==> config.mk <==
export PLATFORM = sky130hd
export DESIGN_NAME = handshake_fork_eager
export DESIGN_NICKNAME = d
export VERILOG_FILES = /design/src/rtl/handshake_fork_eager_pkg.sv /design/src/rtl/handshake_fork_eager_register_block.sv /design/src/rtl/handshake_fork_eager.sv
export SDC_FILE = /design/constraint.sdc
export NUM_CORES = 1
export LEC_CHECK = 0
export CELL_PAD_IN_SITES_DETAIL_PLACEMENT = 1
export CELL_PAD_IN_SITES_GLOBAL_PLACEMENT = 1
export CORE_MARGIN = 1
export CORE_UTILIZATION = 12
export CTS_BUF_LIST = sky130_fd_sc_hd__clkbuf_2
export CTS_CLUSTER_DIAMETER = 30
export CTS_CLUSTER_SIZE = 25
export DETAILED_ROUTE_END_ITERATION = 8
export PLACE_DENSITY = 0.81
export SYNTH_ARGS = -nofsm -noshare
export SYNTH_HDL_FRONTEND = slang
export SYNTH_SLANG_ARGS = --single-unit
==> constraint.sdc <==
create_clock -name clk -period 1 [get_ports clk]
set_input_delay 0.1 -clock clk [delete_from_list [all_inputs] [get_ports clk]]
set_output_delay 0.1 -clock clk [all_outputs]
set_load 0.01 [all_outputs]
==> src/rtl/handshake_fork_eager_pkg.sv <==
// Shared defaults for the eager fork; all widths derive from these parameters.
package handshake_fork_eager_pkg;
  localparam int DEF_SIZE      = 2;
  localparam int DEF_DATA_TYPE = 32;
endpackage

==> src/rtl/handshake_fork_eager_register_block.sv <==
// Per-channel state for the eager fork: remembers whether the current token
// has already been delivered on this channel.
module eager_fork_register_block (
  input  logic clk,
  input  logic rst,
  input  logic ins_valid,
  input  logic outs_ready,
  input  logic block_stop,
  output logic stop_upstream,
  output logic outs_valid
);
  logic r_sent;
  logic w_xfer;

  assign outs_valid    = ins_valid & ~r_sent;
  assign w_xfer        = outs_valid & outs_ready;
  assign stop_upstream = ~(r_sent | outs_ready);

  // Retirement of the token wins over a same-cycle transfer so the next token starts clean.
  always_ff @(posedge clk or posedge rst) begin
    if (rst) begin
      r_sent <= 1'b0;
    end else if (ins_valid & ~block_stop) begin
      r_sent <= 1'b0;
    end else begin
      r_sent <= r_sent | w_xfer;
    end
  end
endmodule

==> src/rtl/handshake_fork_eager.sv <==
// Eager fork: one input token replicated to SIZE channels, each firing on its
// own ready; the input is acknowledged once every channel has taken the token.
module handshake_fork_eager
  import handshake_fork_eager_pkg::*;
#(
  parameter int SIZE      = DEF_SIZE,
  parameter int DATA_TYPE = DEF_DATA_TYPE
) (
  input  logic                      clk,
  input  logic                      rst,
  input  logic [DATA_TYPE-1:0]      ins,
  input  logic                      ins_valid,
  output logic                      ins_ready,
  output logic [SIZE*DATA_TYPE-1:0] outs,
  output logic [SIZE-1:0]           outs_valid,
  input  logic [SIZE-1:0]           outs_ready
);
  logic [SIZE-1:0] w_stop_upstream;
  logic [SIZE-1:0] w_done;
  logic            w_block_stop;

  assign w_done       = ~w_stop_upstream;
  assign ins_ready    = &w_done;
  assign w_block_stop = ~ins_ready;
  assign outs         = {SIZE{ins}};

  for (genvar gi = 0; gi < SIZE; gi++) begin : g_chan
    eager_fork_register_block u_reg (
      .clk           (clk),
      .rst           (rst),
      .ins_valid     (ins_valid),
      .outs_ready    (outs_ready[gi]),
      .block_stop    (w_block_stop),
      .stop_upstream (w_stop_upstream[gi]),
      .outs_valid    (outs_valid[gi])
    );
  end
endmodule

Word-level counts from Yosys, hierarchy flattened
Index checks and enable logic that the tools add are counted.
{"block": "word_totals", "regBits": 2, "input_bits": 37, "out_inout_bits": 67}
{"block": "op_classes", "mux": 2, "bitwise_logic": 14, "reduce_logical": 1}
{"operator": "1-bit bitwise AND", "count": 5}
{"operator": "1-bit NOT", "count": 4}
{"operator": "1-bit bitwise OR", "count": 4}
{"operator": "1-bit 2-to-1 mux", "count": 2}
{"operator": "2-bit NOT", "count": 1}
{"operator": "2-bit AND reduction", "count": 1}

Longest topological paths before layout
{"block": "logic_depth", "depth_word": 6, "mapped_depth": 2, "ltp_nobuf": 2}

Hierarchy
Synthesis repeated with hierarchy kept, for this count alone.
{"block": "unflattened", "hier_cells": 80, "hier_area_um2": 600.6}
{"mod": "handshake_fork_eager", "n_inst": 1, "cells_each": 66, "area_each_um2": 490.5, "seq_area_each_um2": 0.0}
{"mod": "eager_fork_register_block", "n_inst": 2, "cells_each": 7, "area_each_um2": 55.1, "seq_area_each_um2": 25.0}

Worst setup path before layout
OpenSTA, ideal clock, no wires.
{"block": "synth_timing", "kind": "register to output", "startpoint": "reg g_chan[0].u_reg.r_sent", "endpoint": "out outs_valid[0]", "arrival_time_ns": 0.689, "required_ns": 0.900, "path_slack_ns": 0.211, "path_stages_with_launch": 3, "path_cell_list": "dfrtp_1 and2b_2 buf_4"}
{"block": "synth_via", "elab_chain_cells": 2}
{"item": "from (decl)", "line": "handshake_fork_eager_register_block.sv:12", "source": "logic r_sent;"}
{"item": "from (signal assigned)", "line": "handshake_fork_eager_register_block.sv:26", "source": "r_sent <= r_sent | w_xfer;"}
{"item": "1-bit NOT", "line": "handshake_fork_eager_register_block.sv:15", "source": "assign outs_valid = ins_valid & ~r_sent;"}
{"item": "1-bit bitwise AND", "line": "handshake_fork_eager_register_block.sv:15"}
{"item": "to (decl)", "line": "handshake_fork_eager.sv:15", "source": "output logic [SIZE-1:0] outs_valid,"}
No other way between the ends.

Worst setup path after layout
{"block": "layout_timing", "startpoint": "reg g_chan[0].u_reg.r_sent", "endpoint": "out ins_ready"}
{"block": "layout_via", "elab_chain_cells": 4}
{"item": "1-bit bitwise OR", "line": "handshake_fork_eager_register_block.sv:17", "source": "assign stop_upstream = ~(r_sent | outs_ready);"}
{"item": "1-bit NOT", "line": "handshake_fork_eager_register_block.sv:17"}
{"item": "2-bit NOT", "line": "handshake_fork_eager.sv:22", "source": "assign w_done = ~w_stop_upstream;"}
{"item": "2-bit AND reduction", "line": "handshake_fork_eager.sv:23", "source": "assign ins_ready = &w_done;"}
{"item": "to (decl)", "line": "handshake_fork_eager.sv:13", "source": "output logic ins_ready,"}
No other way between the ends.

==> flow_metrics.py <==
metrics = {
    "sta": {
        "max_slew.worst_pin.slew_ps": 106,
        "slew_violations": 0,
        "rsz0062_at_grt": "true",
        "hold_viol": 0,
        "timing.final.crit_share_pct": 103,
        "fin_worst_skew_ps": 4.79,
        "setup_slack_ps": -34.3,
        "slew_headroom_pct": 93.0,
        "fmax_mhz": 967,
        "holdWs_ps": 48.8,
        "finalCriticalPeriod_ps": 1030,
        "tns_ps": -34.3,
        "setup_violations": 1,
    },
    "place": {
        "place_area_sq_um": 303,
        "port_buffers": 7,
        "placed_cells": 91,
        "gp_congestion": 0.639,
    },
    "route": {
        "vias_per_cell": 2.08,
        "route.antenna.remaining_nets": 0,
        "drt-pass1-iter-count": 2,
        "wl_per_cell_um": 8.22,
        "drc": 0,
        "drt_iter0_markers": 5,
        "vias": 198,
        "routed_wl_um": 781,
    },
    "clock_tree": {
        "cts_buffers": 3,
        "hold_buffers": 0,
        "cts.path.max_buffers": 2,
        "cts_tree": "built",
        "htree_levels": 1,
        "cts_root_buf": "clkbuf_2",
        "path_clk_slew_ps": 40,
        "clk-insertion-delay-late_ps": 210,
        "clock-sinks": 2,
    },
    "synth": {
        "synthDistinctLibCells": 9,
        "syn_nets": 115,
        "syn_area_sq_um": 607,
        "avgSynthCellArea_sq_um": 7.78,
        "synth_cells": 78,
        "synth_warnings": 0,
        "ys_seq_area_share_pct": 8.25,
        "synth-seq-cells": 2,
    },
    "power_and_ir_drop": {
        "peakVddDrop_mv": 0.139,
        "p_clk_share_pct": 38.4,
        "cellInternalPower_w": 0.000248,
        "switchingPower_w": 0.000106,
        "power_density_nw_per_um2": 1090,
        "sw_frac_of_total_pct": 29.9,
        "p_seq_share_pct": 28.1,
        "p_leak_nw": 0.127,
        "p_comb_share_pct": 33.4,
    },
    "layout": {
        "top_register": "g_chan.u_reg.r_sent",
        "final_area_sq_um": 325,
        "fin_nets": 67,
        "biggestRegsByFlops": "g_chan.u_reg.r_sent (2)",
        "area_growth_pct": -46.4,
        "largest_reg_flops": 2,
        "drive_gt1_share_pct": 53.6,
        "fin_cells": 95,
        "antennaDiodeCount": 0,
    },
    "critical_path": {
        "cp-end-kind": "output pin",
        "r2r_slack_ps": 30,
        "worst_ep_arrival_time_ps": 930,
        "cp_max_fo": 3,
        "r2r_start": "g_chan[1].u_reg.r_sent$_DFF_PP0_",
        "crit_type": "register to output pin",
        "cp.required_ps": 900,
        "reg2reg_depth": 4,
        "cp-start-kind": "register",
        "rr_endpoint": "g_chan[0].u_reg.r_sent$_DFF_PP0_",
    },
    "die": {
        "fp.dieW_um": 73.1,
        "start_util_pct": 12.7,
        "rows": 25,
        "die_y_um": 73.1,
        "boundaryPins": 104,
        "dieArea_sq_um": 5350,
        "coreArea_sq_um": 4790,
    },
    "global_routing": {
        "grt_pass1_vias": 231,
        "grt_pass1_wl_um": 1110,
        "overflow": 0,
        "grt_max_degree": 5,
        "antenna_found_initial": 0,
        "grt_util_all_layers_pct": 3.03,
    },
    "run_status": {
        "failed_checks": "negative setup slack",
        "status": "finished with violations",
    },
    "worst_hold_path": {
        "min_path_type": "input port to async pin",
    },
    "job": {
        "maxCapViolations": 0,
    },
}
[Yosys cell counts]
library cell,n,area (sq um)
nor2b_1,1,6.26
o21a_1,2,15.0
a21oi_1,2,10.0
and2b_2,1,8.76
buf_4,66,495
o22a_2,1,10.0
dfrtp_1,2,50.1
inv_1,1,3.75
nor2_1,2,7.51
[area by class of cell]
| cell class | count | area (sq um) |
|---|---|---|
| Tap cell | 67 | 83.8 |
| Inverter | 1 | 3.75 |
| Sequential cell | 2 | 50.0 |
| Multi-Input combinational cell | 9 | 61.3 |
| Clock buffer | 3 | 15.0 |
| Fill cell | 569 | 4460 |
| Timing Repair Buffer | 13 | 111 |
[per-layer routing]
layer / up-vias / wire length, um / track usage, % / part of all wire [%]
met5: - / 0 / 0 / 0
met4: 0 / 125 / 7.84 / 16
met3: 23 / 203 / 3.04 / 26
met2: 24 / 306 / 3.19 / 39
met1: 78 / 145 / 1.32 / 19
li1: 73 / - / - / -
[layout by cell type, fill, tap and decap left out]
cell type        instances
nor2_1                   2
a21oi_1                  1
nor2b_1                  1
and2b_2                  1
o21a_1                   2
buf_6                    2
dlygate4sd2_1            1
clkdlybuf4s50_1          3
buf_4                    6
o22a_2                   1
inv_1                    1
buf_2                    1
clkbuf_2                 3
a21oi_2                  1
dfrtp_1                  2
[metrics by stage]
stage	setup slack, ps	power, W	utilization (%)
after CTS	-54.4	0.000363	6.72
final	-34.3	0.000355	6.80
after global routing	-82.2	0.000396	6.80
after global placement	-353	0.000210	6.33
after detailed placement	-359	0.000211	6.33
after floorplan	211	0.000411	-
[cell families (layout without fill, tap and decap cells)]
family                 after synthesis  in the layout  synth area share (%)
buffers and inverters               67             17                  82.3
DFF                                  2              2                  8.25
AOI/OAI and AO/OA                    5              5                  5.77
and+or+nand+nor                      4              4                  3.71
[worst max path at each step]
stage                     to                              from  depth (start not counted)
6_report           ins_ready  g_chan[0].u_reg.r_sent$_DFF_PP0_                          2
4_1_cts            ins_ready  g_chan[0].u_reg.r_sent$_DFF_PP0_                          2
3_5_place_dp   outs_valid[1]                         ins_valid                          3
3_3_place_gp       ins_ready                     outs_ready[1]                          3
2_1_floorplan  outs_valid[0]  g_chan[0].u_reg.r_sent$_DFF_PP0_                          2
5_1_grt            ins_ready  g_chan[0].u_reg.r_sent$_DFF_PP0_                          2
[power groups by stage]
stage	clock network, W	registers, W	logic [W]
after floorplan	0	0.000100	0.000311
after global placement	0	0.000101	0.000108
after detailed placement	0	0.000101	0.000110
after CTS	0.000146	0.0000998	0.000117
after global routing	0.000164	0.000101	0.000131
final	0.000136	0.0000996	0.000119
[timing repair]
action | in CTS | in global routing
cloned | 0 | 0
setup buffers | 1 | 1
setup endpoints to repair | 3 | 4
resized for setup | 15 | 1
pin swaps | 1 | 2
[worst max-delay path, cell delays in order (launching register included)]
cell and delay [ps]:
dfrtp_1 380, o22a_2 230, buf_6 120
(Power assumes the default switching activity.)
